`src/rtl/obs_spawn_sched.sv`:
```
// Four-slot falling-obstacle scheduler: LFSR-placed spawns on a level-dependent
// frame interval, per-frame fall, bottom-exit miss detection and hit clearing.
module obs_spawn_sched #(
  parameter int unsigned MAX_X     = 640,
  parameter int unsigned MAX_Y     = 480,
  parameter int unsigned OBS_SIZE  = 20,
  parameter int unsigned OBS_V     = 5,
  parameter int unsigned SPAWN_Y   = 16,
  parameter int unsigned BASE_INT  = 60,
  parameter logic [9:0]  LFSR_SEED = 10'h2A5
) (
  input  logic        clk,
  input  logic        rst,
  input  logic        refr_tick,
  input  logic        run,
  input  logic [1:0]  level,
  input  logic        hit_valid,
  input  logic [1:0]  hit_slot,
  output logic [3:0]  obs_valid,
  output logic [39:0] obs_x,
  output logic [39:0] obs_y,
  output logic        spawn,
  output logic        miss,
  output logic [2:0]  active_cnt
);

  localparam int unsigned NSLOT = 4;
  localparam int unsigned CW    = 10;
  localparam int unsigned FW    = 6;
  localparam int unsigned X_LIM = MAX_X - OBS_SIZE;
  localparam int unsigned Y_LIM = MAX_Y - OBS_SIZE;

  logic [CW-1:0]    r_lfsr;
  logic [FW-1:0]    r_fcnt;
  logic [NSLOT-1:0] r_valid;
  logic [CW-1:0]    r_x [NSLOT];
  logic [CW-1:0]    r_y [NSLOT];
  logic             r_spawn;
  logic             r_miss;
  logic [2:0]       r_cnt;

  logic [CW-1:0]    w_lfsr_nxt;
  logic [FW-1:0]    w_interval;
  logic             w_due;
  logic [CW-1:0]    w_spawn_x;
  logic [CW-1:0]    w_step;
  logic [CW-1:0]    w_ymove [NSLOT];
  logic             w_hit;
  logic             w_found;
  logic [FW-1:0]    w_fcnt_nxt;
  logic [NSLOT-1:0] w_valid_nxt;
  logic [CW-1:0]    w_x_nxt [NSLOT];
  logic [CW-1:0]    w_y_nxt [NSLOT];
  logic             w_spawn_nxt;
  logic             w_miss_nxt;
  logic [2:0]       w_cnt_nxt;

  // Next-state: hits override movement; spawn only targets slots empty at cycle start
  always_comb begin
    w_lfsr_nxt  = {r_lfsr[8:0], r_lfsr[9] ^ r_lfsr[6]};
    w_interval  = FW'(BASE_INT - 15 * 32'(level));
    w_due       = refr_tick && (r_fcnt >= (w_interval - FW'(1)));
    w_spawn_x   = (r_lfsr <= CW'(X_LIM)) ? r_lfsr : (r_lfsr - CW'(X_LIM + 1));
    w_step      = CW'(OBS_V) + CW'(level);
    w_hit       = 1'b0;
    w_found     = 1'b0;
    w_fcnt_nxt  = r_fcnt;
    w_valid_nxt = r_valid;
    w_spawn_nxt = 1'b0;
    w_miss_nxt  = 1'b0;
    w_cnt_nxt   = '0;
    for (int i = 0; i < NSLOT; i++) begin
      w_x_nxt[i]  = r_x[i];
      w_y_nxt[i]  = r_y[i];
      w_ymove[i]  = r_y[i] + w_step;
    end

    if (!run) begin
      w_valid_nxt = '0;
      w_fcnt_nxt  = '0;
    end else begin
      for (int i = 0; i < NSLOT; i++) begin
        w_hit = hit_valid && (hit_slot == 2'(i)) && r_valid[i];
        if (w_hit) begin
          w_valid_nxt[i] = 1'b0;
        end else if (refr_tick && r_valid[i]) begin
          if (w_ymove[i] > CW'(Y_LIM)) begin
            w_valid_nxt[i] = 1'b0;
            w_miss_nxt     = 1'b1;
          end else begin
            w_y_nxt[i] = w_ymove[i];
          end
        end
      end

      if (refr_tick) begin
        w_fcnt_nxt = w_due ? '0 : (r_fcnt + FW'(1));
      end

      if (w_due) begin
        for (int i = 0; i < NSLOT; i++) begin
          if (!r_valid[i] && !w_found) begin
            w_found        = 1'b1;
            w_valid_nxt[i] = 1'b1;
            w_x_nxt[i]     = w_spawn_x;
            w_y_nxt[i]     = CW'(SPAWN_Y);
            w_spawn_nxt    = 1'b1;
          end
        end
      end
    end

    for (int i = 0; i < NSLOT; i++) begin
      w_cnt_nxt = w_cnt_nxt + 3'(w_valid_nxt[i]);
    end
  end

  always_ff @(posedge clk or negedge rst) begin
    if (!rst) begin
      r_lfsr  <= LFSR_SEED;
      r_fcnt  <= '0;
      r_valid <= '0;
      r_spawn <= 1'b0;
      r_miss  <= 1'b0;
      r_cnt   <= '0;
      for (int i = 0; i < NSLOT; i++) begin
        r_x[i] <= '0;
        r_y[i] <= '0;
      end
    end else begin
      r_lfsr  <= w_lfsr_nxt;
      r_fcnt  <= w_fcnt_nxt;
      r_valid <= w_valid_nxt;
      r_spawn <= w_spawn_nxt;
      r_miss  <= w_miss_nxt;
      r_cnt   <= w_cnt_nxt;
      for (int i = 0; i < NSLOT; i++) begin
        r_x[i] <= w_x_nxt[i];
        r_y[i] <= w_y_nxt[i];
      end
    end
  end

  always_comb begin
    obs_x = '0;
    obs_y = '0;
    for (int i = 0; i < NSLOT; i++) begin
      obs_x[CW*i +: CW] = r_x[i];
      obs_y[CW*i +: CW] = r_y[i];
    end
  end

  assign obs_valid  = r_valid;
  assign spawn      = r_spawn;
  assign miss       = r_miss;
  assign active_cnt = r_cnt;

endmodule

```
`config.mk`:
```
export PLATFORM = sky130hd
export DESIGN_NAME = obs_spawn_sched
export DESIGN_NICKNAME = d
export VERILOG_FILES = /design/src/rtl/obs_spawn_sched.sv
export SDC_FILE = /design/constraint.sdc
export NUM_CORES = 1
export LEC_CHECK = 0
export CAP_MARGIN = 15
export CORE_ASPECT_RATIO = 1.25
export CORE_UTILIZATION = 35
export CTS_BUF_LIST = sky130_fd_sc_hd__clkbuf_4 sky130_fd_sc_hd__clkbuf_8
export DETAILED_ROUTE_END_ITERATION = 10
export GPL_TIMING_DRIVEN = 0
export SLEW_MARGIN = 10
export SYNTH_ARGS = -nofsm -noshare
export SYNTH_HDL_FRONTEND = slang
export SYNTH_SLANG_ARGS = --single-unit
```
`constraint.sdc`:
```
create_clock -name clk -period 7 [get_ports clk]
set_clock_uncertainty 0.05 [all_clocks]
set_input_delay 1.4 -clock clk [delete_from_list [all_inputs] [get_ports clk]]
set_output_delay 1.4 -clock clk [all_outputs]
set_load 0.03 [all_outputs]
```
==> qor.txt <==
Status: finished, final reports clean
Die Area: 17000 µm²
Setup violations, final: 0
Largest net degree at the start of global routing: 65
Setup ws final: 1180 ps
Worst R2R Path Depth: 13
Reg-to-reg startpoint: obs_y[10]
Worst slew margin: 51.0%
Final WL: 15500 µm
Post CTS Setup Buffer Count: 0
Global-route wire length before repair: 25800 µm
Setup TNS: 0 ps
Crit. End Element: flip-flop
GPL Wtd Cong: 0.891
Max-cap viol count: 0
Clock-pin transition on the worst setup and hold timing paths: 110 ps
GRT Total Usage: 19.5%
CTS H-tree lvls: 3
Critical path endpoint: active_cnt[1]
Share of the synthesized area in the top cell type: 43.4%
Main combinational cell family by area after synthesis: compound AO/OA/AOI/OAI gates
DRT iter0 DRCs: 227
Yosys top cell by area: dfrtp_1
Synth top area cells: dfrtp_1 43%, ha_1 6.7%, o21ai_0 5.6%, nand2_1 5.3%, xnor2_1 2.6%
Core Footprint: 16100 µm²
CP Class: in -> reg
Cell area after synthesis: 5770 µm²
Multiplexer area fraction after synthesis: 2.08%
Power Dens Cells: 163 nW/µm²
Yosys reg bits: 105
Most common cell in the netlist: dfrtp_1
R2R setup slack: 3160 ps
Min-Delay Path Depth: 0
Power Total: 1.18 mW
# diodes: 0
Vias per cell: 5.26
Hpwl dp: 11600 µm
Worst-Margin Slew: 730 ps
Chip Width: 117 µm
LEAKAGE: 3.19 nW
Post-synth EDFFs: 0
R2r endpoint: active_cnt[1]
Netlist cell types: 64
Routed wire per std cell: 16.5 µm
IO Count: 98
Grt ovf: 0
Clk Latency, worst-skew pair: 380 ps
Root buffer cell: clkbuf_8
Num CTS Buffers: 9
Most instantiated cells after synthesis: 100 x dfrtp_1, 81 x nand2_1, 64 x o21ai_0
Hold_ws: 378 ps
Number of I/O port buffers: 97
Max Clock Freq: 172 MHz
Post-layout minimum cycle time: 5820 ps
Hold crit path type: reg -> reg
Compound-Gate Fraction of Synth Area: 20.0%
Post-CTS resize count: 0
Yosys warnings: 0
Required @ worst endpoint: 7220 ps
FP Rows: 52
Fin. Hold Viols: 0
Die Y: 146 µm
Cells after Synth: 607
Vias: 4933
Worst vdd ir: 0.117 mV
# nets final: 761
Initial antenna violation count: 0
Fraction of layout cells with a size suffix above 1: 5.96%
CTS tree: yes
Hold-fix buffers, CTS: 0
Startpoint types: input pin
Initial core utilization: 35.8%
Finished Core Util: 44.9%
Syn nets: 652
1st-pass router iterations: 4
Count of final max-slew check failures: 0
Pre-CTS setup slack: 700 ps
Critical path fanouts, max: 8
Clock sinks: 105
Clock Path Buffers: 2
Avg Inst Size Synth: 9.51 µm²
RSZ-0062 raised after global routing: false
Simple-gate area share of the yosys netlist: 15.2%
Adder-Cell Fraction of Synth Area: 8.46%
Synth async-reset ratio: 100%
Tcrit/Tclk final: 83.1%
DRC: 0
Final ANT Viol Nets: 0
Worst Path Arrival: 6040 ps
Xor/xnor cell area share of the yosys netlist: 5.01%
Synth-to-Final Area Change: 25.4%
Synth Flop Type: dfrtp_1
Vias in the first global route: 4958
Critical Path Source: level[0]
Register area share after synthesis: 45.6%
[metrics by stage]
step	area, µm²	std cells
final	7240	937
after global routing	7240	937
after CTS	7240	937
after detailed placement	7040	921
after global placement	7010	920
after floorplan	5770	607
[routing by layer]
metal / part of all wire [%] / track usage [%] / vias to the layer above
met3: 5.5 / 3.58 / 12
met2: 49 / 32.6 / 114
li1: - / - / 2391
met5: 0 / 0 / -
met1: 45 / 25.5 / 2416
met4: 1.2 / 5.70 / 0
[power by group]
part           switching (mW)  internal [mW]  total (mW)
clock network           0.228          0.156       0.383
registers              0.0143          0.618       0.632
logic                   0.102         0.0594       0.161
total                   0.344          0.833        1.18
[worst max-delay path, stage by stage]
cell and delay [ps]:
clkdlybuf4s50_1 540, inv_1 240, ha_1 690, inv_1 200
fa_1 460, nand2b_1 170, a2111o_1 430, xnor2_1 150
a311oi_1 240, a211o_1 200, nand3_1 90, a41oi_1 300
fa_1 460, inv_1 60, ha_1 130, ha_1 240
[worst min path at each step]
| stage | endpoint | start | slack [ps] |
|---|---|---|---|
| global route | r_lfsr[8] | r_lfsr[7] | 390 |
| floorplan | r_lfsr[4] | r_lfsr[3] | 340 |
| CTS | r_lfsr[9] | r_lfsr[8] | 380 |
| finish | r_lfsr[9] | r_lfsr[8] | 380 |
| detailed placement | r_lfsr[4] | r_lfsr[3] | 360 |
| global placement | r_lfsr[9] | r_lfsr[8] | 360 |
[state kept, by name (all words and copies together) (netlist names)]
register    flops
active_cnt      3
miss            1
obs_valid       4
obs_x          40
obs_y          40
r_fcnt          6
r_lfsr         10
spawn           1
[kinds of logic after synthesis]
kind of cell             Yosys count
flip-flops                       105
XOR/XNOR                          33
adder cells (fa/ha/maj)           36
multiplexers                      11
buffers and inverters             55
AND/OR/NAND/NOR                  189
AO/OA/AOI/OAI                    178
[placed cells by master, fill, tap and decap left out, types with 3 or more instances in the layout]
cell type and n:
and3_1 6, nand3_1 28, clkbuf_8 11, xor2_1 16
fa_1 5, a21oi_1 29, xnor2_1 17, clkdlybuf4s50_1 96
o31ai_1 9, o21ai_1 4, a211oi_1 5, o21ai_0 64
o21a_1 3, nor2b_1 4, inv_1 38, a31oi_1 4
or2_2 3, mux2_2 8, nand2_1 81, and2_1 8
o2bb2ai_1 4, or3_1 5, a21o_1 8, dfstp_2 5
o211ai_1 6, nand2b_1 5, a211o_1 6, nor2_1 32
mux2i_1 3, dfrtp_1 100, ha_1 31, nor3_1 6
clkbuf_1 14
[final cells by class]
class | instances | area, µm²
fill | 1585 | 8900
multi-input combinational | 447 | 2930
sequential | 105 | 2630
timing repair buffer | 98 | 1000
tap | 216 | 270
clock buffer | 11 | 151
inverter | 40 | 150
buffer | 15 | 57.6
clock inverter | 5 | 46.3
(Power assumes the default switching activity.)
